<file path="src/rtl/uart_cmd_parser.sv">
// UART command framer for the AWG: parses A5-headed packets, streams samples to RAM, drives run and ACK/NAK.
// Optional build macro UART_CMD_TIMEOUT_EN adds an inter-byte timeout that silently abandons stalled packets.
module uart_cmd_parser #(
  parameter int ADDR_W       = 10,
  parameter int DATA_W       = 16,
  parameter int TIMEOUT_CLKS = 100000
) (
  input  logic              clk,
  input  logic              reset,
  input  logic [7:0]        rx_data,
  input  logic              rx_valid,
  output logic [7:0]        tx_data,
  output logic              tx_valid,
  input  logic              tx_done,
  output logic              mem_we,
  output logic [ADDR_W-1:0] mem_addr,
  output logic [DATA_W-1:0] mem_wdata,
  output logic              run,
  output logic              busy
);

  localparam logic [7:0] HDR       = 8'hA5;
  localparam logic [7:0] CMD_WRITE = 8'h01;
  localparam logic [7:0] CMD_RUN   = 8'h02;
  localparam logic [7:0] CMD_PING  = 8'h03;
  localparam logic [7:0] ACK       = 8'h06;
  localparam logic [7:0] NAK       = 8'h15;

  typedef enum logic [3:0] {
    S_IDLE, S_CMD, S_ADDR_H, S_ADDR_L, S_COUNT, S_DATA_H, S_DATA_L,
    S_ARG, S_CHK, S_RESP_SEND, S_RESP_WAIT
  } state_t;

  state_t      state, state_d;
  logic [7:0]  chk_q, cmd_q, addr_h_q, data_h_q;
  logic        arg_q;
  logic [8:0]  remain_q;
  logic        timeout_hit;
  logic        in_packet;

  assign in_packet = (state != S_IDLE) && (state != S_RESP_SEND) && (state != S_RESP_WAIT);
  assign tx_valid  = (state == S_RESP_SEND);
  assign busy      = (state != S_IDLE);

`ifdef UART_CMD_TIMEOUT_EN
  localparam int TO_W = $clog2(TIMEOUT_CLKS + 1);
  logic [TO_W-1:0] to_cnt;

  always_ff @(posedge clk or negedge reset) begin
    if (!reset)                      to_cnt <= '0;
    else if (rx_valid || !in_packet) to_cnt <= '0;
    else if (!timeout_hit)           to_cnt <= to_cnt + TO_W'(1);
  end

  assign timeout_hit = in_packet && (to_cnt == TO_W'(TIMEOUT_CLKS));
`else
  // Never fires; TIMEOUT_CLKS only has meaning when the timeout is built.
  assign timeout_hit = (TIMEOUT_CLKS < 0);
`endif

  always_ff @(posedge clk or negedge reset) begin
    if (!reset) state <= S_IDLE;
    else        state <= state_d;
  end

  always_comb begin
    state_d = state;
    case (state)
      S_IDLE:      if (rx_valid && rx_data == HDR) state_d = S_CMD;
      S_CMD:
        if (rx_valid) begin
          case (rx_data)
            CMD_WRITE: state_d = S_ADDR_H;
            CMD_RUN:   state_d = S_ARG;
            CMD_PING:  state_d = S_CHK;
            default:   state_d = S_RESP_SEND;
          endcase
        end
      S_ADDR_H:    if (rx_valid) state_d = S_ADDR_L;
      S_ADDR_L:    if (rx_valid) state_d = S_COUNT;
      S_COUNT:     if (rx_valid) state_d = S_DATA_H;
      S_DATA_H:    if (rx_valid) state_d = S_DATA_L;
      S_DATA_L:    if (rx_valid) state_d = (remain_q == 9'd1) ? S_CHK : S_DATA_H;
      S_ARG:       if (rx_valid) state_d = S_CHK;
      S_CHK:       if (rx_valid) state_d = S_RESP_SEND;
      S_RESP_SEND: state_d = S_RESP_WAIT;
      S_RESP_WAIT: if (tx_done) state_d = S_IDLE;
      default:     state_d = S_IDLE;
    endcase
    if (timeout_hit) state_d = S_IDLE;
  end

  // Datapath: bytes are consumed only on rx_valid; the address advances right after each write pulse.
  always_ff @(posedge clk or negedge reset) begin
    if (!reset) begin
      chk_q     <= '0;
      cmd_q     <= '0;
      addr_h_q  <= '0;
      data_h_q  <= '0;
      arg_q     <= 1'b0;
      remain_q  <= '0;
      tx_data   <= '0;
      mem_we    <= 1'b0;
      mem_addr  <= '0;
      mem_wdata <= '0;
      run       <= 1'b0;
    end else begin
      mem_we <= 1'b0;
      if (mem_we) mem_addr <= mem_addr + ADDR_W'(1);
      if (rx_valid && !timeout_hit) begin
        if (in_packet && state != S_CHK) chk_q <= chk_q ^ rx_data;
        case (state)
          S_IDLE: if (rx_data == HDR) chk_q <= '0;
          S_CMD: begin
            cmd_q <= rx_data;
            if (rx_data != CMD_WRITE && rx_data != CMD_RUN && rx_data != CMD_PING) tx_data <= NAK;
          end
          S_ADDR_H: addr_h_q <= rx_data;
          S_ADDR_L: mem_addr <= ADDR_W'({addr_h_q, rx_data});
          S_COUNT:  remain_q <= (rx_data == 8'd0) ? 9'd256 : {1'b0, rx_data};
          S_DATA_H: data_h_q <= rx_data;
          S_DATA_L: begin
            mem_we    <= 1'b1;
            mem_wdata <= DATA_W'({data_h_q, rx_data});
            remain_q  <= remain_q - 9'd1;
          end
          S_ARG: arg_q <= rx_data[0];
          S_CHK: begin
            if (rx_data == chk_q) begin
              tx_data <= ACK;
              if (cmd_q == CMD_RUN) run <= arg_q;
            end else begin
              tx_data <= NAK;
            end
          end
          default: ;
        endcase
      end
    end
  end

endmodule

</file>
<file path="config.mk">
export PLATFORM = sky130hd
export DESIGN_NAME = uart_cmd_parser
export DESIGN_NICKNAME = d
export VERILOG_FILES = /design/src/rtl/uart_cmd_parser.sv
export SDC_FILE = /design/constraint.sdc
export NUM_CORES = 1
export LEC_CHECK = 0
export ABC_AREA = 1
export BUFFER_PORTS_ARGS = -buffer_cell sky130_fd_sc_hd__buf_2
export CAP_MARGIN = 20
export CORE_ASPECT_RATIO = 1.2
export CORE_MARGIN = 5
export CORE_UTILIZATION = 43
export DETAILED_ROUTE_END_ITERATION = 10
export GPL_ROUTABILITY_DRIVEN = 0
export PLACE_DENSITY = 0.68
export SYNTH_ARGS = -nofsm -noshare
export SYNTH_HDL_FRONTEND = slang
export SYNTH_SLANG_ARGS = --single-unit
export TNS_END_PERCENT = 1
</file>
<file path="constraint.sdc">
create_clock -name clk -period 1.3 [get_ports clk]
set_input_delay 0.13 -clock clk [delete_from_list [all_inputs] [get_ports clk]]
set_output_delay 0.13 -clock clk [all_outputs]
set_load 0.01 [all_outputs]
</file>
Yosys cells after proc, flatten, opt, wreduce, memory -nomap -nowiden
Cells that the tools add are included.
Storage, ports and cells
  flip-flop bits (word level): 76
  bits of input ports: 12
  output and inout bits: 38
  logic and storage cells: 95
Operators by class
  $add $sub $neg: 2
  eq/ne operators: 34
  mux-type cells: 26
  bitwise logic cells: 1
  reduce and logical (&&, ||, !) cells: 20
Operator list (count)
  $mux W4: 11
  $pmux W4 S11: 1
  $mux W8: 4
  $mux W10: 3
  $eq A8 B2 Y1 const B: 3
  $ne A2 B2 Y1 const B: 11
  $pmux W9 S2: 1
  $eq A4 B3 Y1 const B: 4
  $ne A8 B2 Y1 const B: 2
  $pmux W8 S2: 1
  $eq A4 B4 Y1 const B: 3
  $ne A4 B4 Y1 const B: 3
  $pmux W4 S3: 1
  $reduce_and A2 Y1: 6
  $add A10 B1 Y10 const B: 1
  $reduce_and A10 Y1: 1
  $eq A9 B1 Y1 const B: 1
  $mux W9: 1
  $sub A9 B1 Y9 const B: 1
  $eq A4 B2 Y1 const B: 2
  $eq A8 B1 Y1 const B: 1
  $eq A8 B8 Y1: 1
  $eq A8 B8 Y1 const B: 1
  $logic_not A8 Y1: 1
  other kinds (11): 18

Longest topological paths before layout
Gate-level depths: netlist of the first run.
  depth in word-level cells: 7
  gate-level depth with buffers: 10
  depth with buffers taken out: 10

Least setup slack after synthesis of the first run
OpenSTA, ideal clock, no wires.
  kind: register to register
  from: register state[3]
  to: register tx_data[2]
  setup time: 124 ps
  arrival: 1263 ps
  data required time: 1176 ps
  path slack: -87 ps
  stages on the path, launching flop included: 8
  buffers on the path: 0
  period minus slack after synthesis: 1387 ps
  cell sequence: dfrtp_1 nor2_4 inv_1 nor2_4 nand3_1 nand2_1 inv_1 or2_1
On the way
  longest elaborated chain between the ends: 3
  elaborated cells on any way between the ends: 6
  classes of those cells: eq/ne (3); mux (1); reduce/logical (2)
RTL lines
  start: declaration: line 34  | state_t state, state_d;
  start signal: assignment: line 63  | else state <= state_d;
  $eq A4 B1 Y1 or $eq A4 B4 Y1 (tied branches): line 112  | case (state)
  $ne A2 B2 Y1 (no line) or $reduce_bool A2 Y1 (tied branches)
  $reduce_and A3 Y1 (no line)
  end signal: assignment: line 116  | if (rx_data != CMD_WRITE && rx_data != CMD_RUN && rx_data != CMD_PING) tx_data <= NAK;
  end signal: assignment: line 130  | tx_data <= ACK;
  end signal: assignment: line 133  | tx_data <= NAK;
  end: declaration: line 12  | output logic [7:0] tx_data,
Parallel ways exist; a longest one is shown, timed or not.
A chain may end at the register's enable or synchronous reset.

Worst setup path after layout of the first run
  from: register state[2]
  to: output port busy
On the way
  longest elaborated chain between the ends: 1
RTL lines
  $reduce_bool A4 Y1: line 43  | assign busy = (state != S_IDLE);
  end: declaration: line 19  | output logic busy
Every way passes these cells.

==> flow_summary.json, run 1 <==
{
  "status": "complete, but fails checks",
  "violations": "negative setup slack",
  "yosys_register_bits": 71,
  "hold-worst-slack_ns": 0.114,
  "power_leakage_nw": 2.66,
  "crit_fanout": 4,
  "clock_skew_ns": 0.00489,
  "synth-edff-count": 0,
  "initial_utilization_pct": 44.0,
  "synth_xor_area_share_pct": 1.16,
  "cts.htree.levels": 3,
  "row_cnt": 37,
  "die_height_um": 113,
  "ff2ff_path_depth": 9,
  "crit_chain": "nor2_4 -> nand2_2 -> buf_6 -> buf_6",
  "die_x_um": 95.4,
  "clk_pin_slew_ns": 0.08,
  "slew_viol_final": 0,
  "drv_cap": 0,
  "post-dp-hpwl_um": 7280,
  "cts.sinks": 71,
  "cpMostUsedCell": "buf_6",
  "synthMuxAreaShare_pct": 0.266,
  "area.growth.synth_to_final_pct": 32.6,
  "synth-warning-count": 0,
  "grt_max_degree": 29,
  "dieArea_sq_mm": 0.0107,
  "number_of_drc_markers_after_the_initial_detailed_route_iteration": 171,
  "critical_path.slowest_cell": "dfrtp_2",
  "core-area_sq_mm": 0.00856,
  "final_core_util_pct": 58.3,
  "yosys.area_share.simple_pct": 28.6,
  "layout_setup_ws_ns": -0.124,
  "avgSynthCellArea_sq_um": 7.58,
  "critical_path_buf_inv_count": 2,
  "final_common_cell": "nand2_1",
  "timing.critical_path.to": "busy",
  "routedWlPerCell_um": 13.3,
  "drive_above_1_share_pct": 31.4,
  "fmaxAchievable_ghz": 0.702,
  "setup_repair_after_global_routing_missed_its_margin": "yes",
  "ioPinCount": 50,
  "drc": 0,
  "worst_setup_path_end_kind": "output port",
  "most-common-layout-cells": "nand2_1, dfrtp_1, buf_4",
  "finalHoldViolCount": 0,
  "nNetsFinal": 621,
  "timing.setup.critical_path_class": "reg -> out",
  "timing.hold.worst.class": "in -> reg",
  "grt_overflow": 0,
  "initial_antenna_violation_count": 0,
  "worstSetupPathDepth": 4,
  "worst_ep_required_time_ns": 1.17,
  "cts-root-to-sink-buffers": 2,
  "worstSetupStartpointType": "flip-flop",
  "first_global_vias": 3502,
  "crit_family": "flip-flops",
  "detail_route.first_pass.iterations": 5,
  "synth_fa_ha_area_share_pct": 0.997,
  "synth-compound-area-share_pct": 12.4,
  "synth_async_sr_flop_share_pct": 100,
  "post_synth_instance_area_sq_mm": 0.00376,
  "worst_skew_pair.late_latency_ns": 0.35,
  "r2r_slack_ns": -0.08,
  "final_antenna_net_count": 0,
  "gr-usage-all-layers_pct": 19.0,
  "via_count": 3548,
  "num-fill-cells": 769,
  "detailed_place.area_sq_mm": 0.00455,
  "cts_made_buffers": 9,
  "place.port_buffers": 45,
  "antennaDiodeCount": 0,
  "post-route-cell-area_sq_mm": 0.00499,
  "slowest_delay_ns": 0.45,
  "synth_top_flop_cell": "dfrtp_1",
  "worst_r2r_endpoint": "state[0]",
  "dominant_combinational_cell_family_by_area_after_synthesis": "simple AND/OR/NAND/NOR gates",
  "cp.arrival_ns": 1.29,
  "cp-startpoint": "state[2]",
  "tritoncts": "yes",
  "avgViaCountPerCell": 4.87,
  "layout_worst_path_cycle_share_pct": 110,
  "reg2reg_from": "state[2]",
  "power_per_cell_area_mw_per_mm2": 2060,
  "synth_seq_area_share_pct": 47.2,
  "wire_length_of_the_first_global_routing_pass_um": 16100,
  "detail_route.wirelength_um": 9710,
  "setup_viol_count_final": 49,
  "period_minus_slack_ns": 1.42,
  "synth_cell_types": 31,
  "cts.root.buffer_cell": "clkbuf_8",
  "syn-instance-count": 497,
  "ir_drop_uv": 1210
}
==> stage by stage <==
step	setup TNS, ns	instances	total power [mW]	setup WS (ns)
floorplan	-0.932	500	6.11	-0.0739
global placement	-1.05	706	7.58	-0.0533
detailed placement	-2.55	706	7.74	-0.0850
CTS	-2.47	726	10.0	-0.128
global route	-6.85	728	11.1	-0.184
finish	-1.80	728	10.3	-0.124
==> report_power, final <==
part	total [mW]	internal [mW]	switching (mW)	leakage, nW
Sequential	3.64	3.01	0.626	0.875
Clock	2.02	1.11	0.917	0.112
Combinational	4.63	2.07	2.56	1.67
Total	10.3	6.19	4.10	2.66
==> tightest hold or removal path, cell delays in order <==
cell	delay, ns
buf_2	0.15
nor2_2	0.11
a21oi_1	0.04
==> layout make-up <==
type / count / area (sq um) / area share (%)
sequential: 71 / 1780 / 35.7
multi-input combinational: 351 / 1750 / 35.1
timing repair buffer: 109 / 830 / 16.6
inverter: 64 / 250 / 5.01
tap: 117 / 146 / 2.93
clock buffer: 9 / 124 / 2.48
clock inverter: 7 / 105 / 2.11
==> sequential cells by signal, summed over array words and instances, names as in the netlist, 2 cells and up <==
register	flops
addr_h_q	2
chk_q	8
cmd_q	8
data_h_q	8
mem_addr	10
mem_wdata	16
remain_q	9
state	4
tx_data	3
==> layer usage <==
| metal | vias to the layer above | track usage [%] | wire (um) |
|---|---|---|---|
| li1 | 1785 | - | - |
| met3 | 15 | 4.16 | 618 |
| met2 | 107 | 31.1 | 4720 |
| met4 | 0 | 7.31 | 196 |
| met5 | - | 0 | 0 |
| met1 | 1641 | 24.4 | 4170 |
==> synthesized netlist by cell type (3+ instances only) <==
cell type / n / share of area (%)
a21oi_1: 26 / 3.5
buf_2: 6 / 0.80
buf_4: 5 / 1.0
buf_6: 3 / 0.90
dfrtp_1: 71 / 47
ha_1: 3 / 1.0
inv_1: 58 / 5.8
inv_2: 4 / 0.40
nand2_1: 177 / 18
nand2_2: 3 / 0.50
nand3_1: 25 / 3.3
nand4_1: 5 / 0.83
nor2_1: 35 / 3.5
o21ai_0: 40 / 5.3
o21ai_2: 8 / 1.9
o22ai_1: 3 / 0.50
xor2_1: 4 / 0.93
==> worst min-delay path by stage <==
| stage | from | to | slack, ns | cells past startpoint |
|---|---|---|---|---|
| after CTS | rx_data[3] | mem_addr[3] | 0.1 | 3 |
| after global placement | reset | mem_addr[6] | 0.007 | 1 |
| after global routing | rx_data[3] | mem_addr[3] | 0.1 | 3 |
| after floorplan | reset | addr_h_q[0] | -0.17 | 0 |
| final | rx_data[3] | mem_addr[3] | 0.11 | 3 |
| after detailed placement | reset | mem_addr[6] | 0.003 | 1 |
==> timing repair <==
item | 4_1_cts | 5_1_grt
setup buffers | 3 | 2
gates resized for setup | 27 | 46
endpoints found under the hold margin | 41 | 0
endpoints found under the setup margin | 69 | 73
hold buffers | 1 | 0
pin swaps | 6 | 7
==> cells by family after synthesis <==
family,after synthesis
adders and majority gates,3
other,1
DFF,71
xor gates and xnor gates,5
muxes,1
AOI/OAI and AO/OA,83
buffers and inverters,78
and+or+nand+nor,255
Power figures use the tool's default switching activity.
==> run 2, diff against run 1 <==
--- a/config.mk
+++ b/config.mk
@@ -9,7 +9,6 @@
 export BUFFER_PORTS_ARGS = -buffer_cell sky130_fd_sc_hd__buf_2
 export CAP_MARGIN = 20
 export CORE_ASPECT_RATIO = 1.2
-export CORE_MARGIN = 5
 export CORE_UTILIZATION = 43
 export DETAILED_ROUTE_END_ITERATION = 10
 export GPL_ROUTABILITY_DRIVEN = 0
==> flow_summary.json, run 2 (synthesis gave the netlist of run 1 again) <==
{
  "worst_ep_required_time_ns": 1.17,
  "clock_skew_ns": 0.00560,
  "cts.htree.levels": 3,
  "setup-tns-final_ns": -3.74,
  "area.growth.synth_to_final_pct": 31.0,
  "final_antenna_net_count": 0,
  "dieArea_sq_mm": 0.00914,
  "drive_above_1_share_pct": 30.6,
  "core-area_sq_mm": 0.00852,
  "antennaDiodeCount": 0,
  "setup_viol_count_final": 68,
  "num-fill-cells": 791,
  "switching_power_mw": 4.33,
  "setup_repair_after_global_routing_missed_its_margin": "yes",
  "regArea_sq_mm": 0.00178,
  "cp.arrival_ns": 1.34,
  "grt_max_degree": 72,
  "drv_cap": 0,
  "drc": 0,
  "period_minus_slack_ns": 1.47,
  "critical_path.slowest_cell": "dfrtp_2",
  "wirelength_met1_um": 4330,
  "r2r_slack_ns": -0.15,
  "p_clk_share_pct": 20.6,
  "number_of_drc_markers_after_the_initial_detailed_route_iteration": 229,
  "worstSetupStartpointType": "flip-flop",
  "detail_route.wirelength_um": 9730,
  "dr_wl_met3_um": 421,
  "detail_route.first_pass.iterations": 5,
  "crit_chain": "buf_6 -> inv_4 -> nand2_4 -> inv_2 -> nand2_4 -> inv_2 -> buf_6",
  "cts.sinks": 71,
  "initial_utilization_pct": 44.2,
  "largest_register_ff_count": 16,
  "tritoncts": "yes",
  "row_cnt": 37,
  "intPower_mw": 6.61,
  "most-common-layout-cells": "nand2_1, dfrtp_1, inv_1",
  "grt_overflow": 0,
  "largest_register": "mem_wdata",
  "layout_worst_path_cycle_share_pct": 113,
  "nNetsFinal": 611,
  "post-dp-hpwl_um": 6750,
  "power_per_cell_area_mw_per_mm2": 2220,
  "cts-root-to-sink-buffers": 2,
  "reg.largest.list": "mem_wdata: 16 flops, mem_addr: 10 flops, remain_q: 9 flops",
  "initial_antenna_violation_count": 0,
  "layout_setup_ws_ns": -0.166,
  "first_global_vias": 3352,
  "gr-usage-all-layers_pct": 22.3,
  "finalHoldViolCount": 0,
  "worst_setup_path_end_kind": "output port",
  "power_frac_comb_pct": 44.8,
  "timing.setup.critical_path_class": "reg -> out",
  "via_count": 3529,
  "violations": "negative setup slack",
  "status": "complete, but fails checks",
  "slowest_delay_ns": 0.45,
  "fmaxAchievable_ghz": 0.682,
  "area_occupied_by_multi_input_gates_sq_mm": 0.00179,
  "final_total_power_mw": 10.9,
  "routedWlPerCell_um": 13.6,
  "sw_frac_of_total_pct": 39.6,
  "ir_drop_uv": 1430,
  "place.port_buffers": 45,
  "clk_pin_slew_ns": 0.08,
  "cts.root.buffer_cell": "clkbuf_8",
  "top_layer_used": "met4",
  "routed-wl-met2_um": 4700,
  "power_leakage_nw": 2.63,
  "pwr-share-seq_pct": 34.6,
  "wire_length_of_the_first_global_routing_pass_um": 15700,
  "worst_skew_pair.late_latency_ns": 0.36,
  "crit_fanout": 3,
  "die_x_um": 87.4,
  "worst_hold_path_stage_count": 3,
  "ioPinCount": 50,
  "cts_made_buffers": 9,
  "ff2ff_path_depth": 8,
  "slew_viol_final": 0,
  "timing.hold.worst.class": "in -> reg",
  "die_height_um": 105,
  "avgViaCountPerCell": 4.92,
  "final_common_cell": "nand2_1"
}
==> run 2: metrics by stage <==
step	setup slack, ns	hold slack, ns	util [%]	area, sq um	instances
floorplan	-0.0739	-0.166	-	3780	500
global placement	-0.0409	0.189	51.8	4410	692
detailed placement	-0.0967	0.186	51.8	4410	692
CTS	-0.125	0.0978	56.5	4820	716
global route	-0.223	0.115	57.9	4930	718
finish	-0.166	0.104	57.9	4930	718
==> run 2: layer usage <==
metal  GRT usage (%)  vias to the layer above
met5               0                        -
met4            11.4                        0
met3            3.57                       22
met2            36.2                      104
met1            28.3                     1644
li1                -                     1759
==> run 2: final cells by class <==
type                            count  area share, %
Clock buffer                       10           2.79
Tap cell                          117           2.97
Clock inverter                      6           2.33
Inverter                           64           5.12
Timing Repair Buffer               99           14.4
Multi-Input combinational cell    351           36.2
Sequential cell                    71           36.1
==> run 2: path summary, 6_finish.rpt <==
path,from,to
worst max-delay path,state[1],tx_valid
worst min-delay path,rx_data[5],mem_addr[5]
worst max register to register,state[2],state[2]
worst min register to register,mem_wdata[10],mem_wdata[10]
max in group asynchronous,reset,state[2]
min in group asynchronous,reset,mem_wdata[7]
==> run 2: worst max-delay path: cells and delay by family (launching register included) <==
kind                   cells  cell delay (ns)
flip-flops                 1             0.45
buffers and inverters      5             0.41
AND/OR/NAND/NOR            2             0.13
==> run 2: repair_timing <==
action,in CTS,in global routing
pin swaps,6,5
endpoints found under the hold margin,71,0
setup endpoints to repair,59,73
hold buffers,1,0
resized for setup,42,34
buffers inserted,7,2
==> run 2: power by group through the flow <==
stage | registers [mW] | clock network [mW] | logic [mW]
finish | 3.78 | 2.25 | 4.90
global route | 3.90 | 2.37 | 5.45
CTS | 3.76 | 2.28 | 4.55
detailed placement | 3.65 | 0 | 3.98
global placement | 3.60 | 0 | 3.86
floorplan | 3.69 | 0 | 2.41
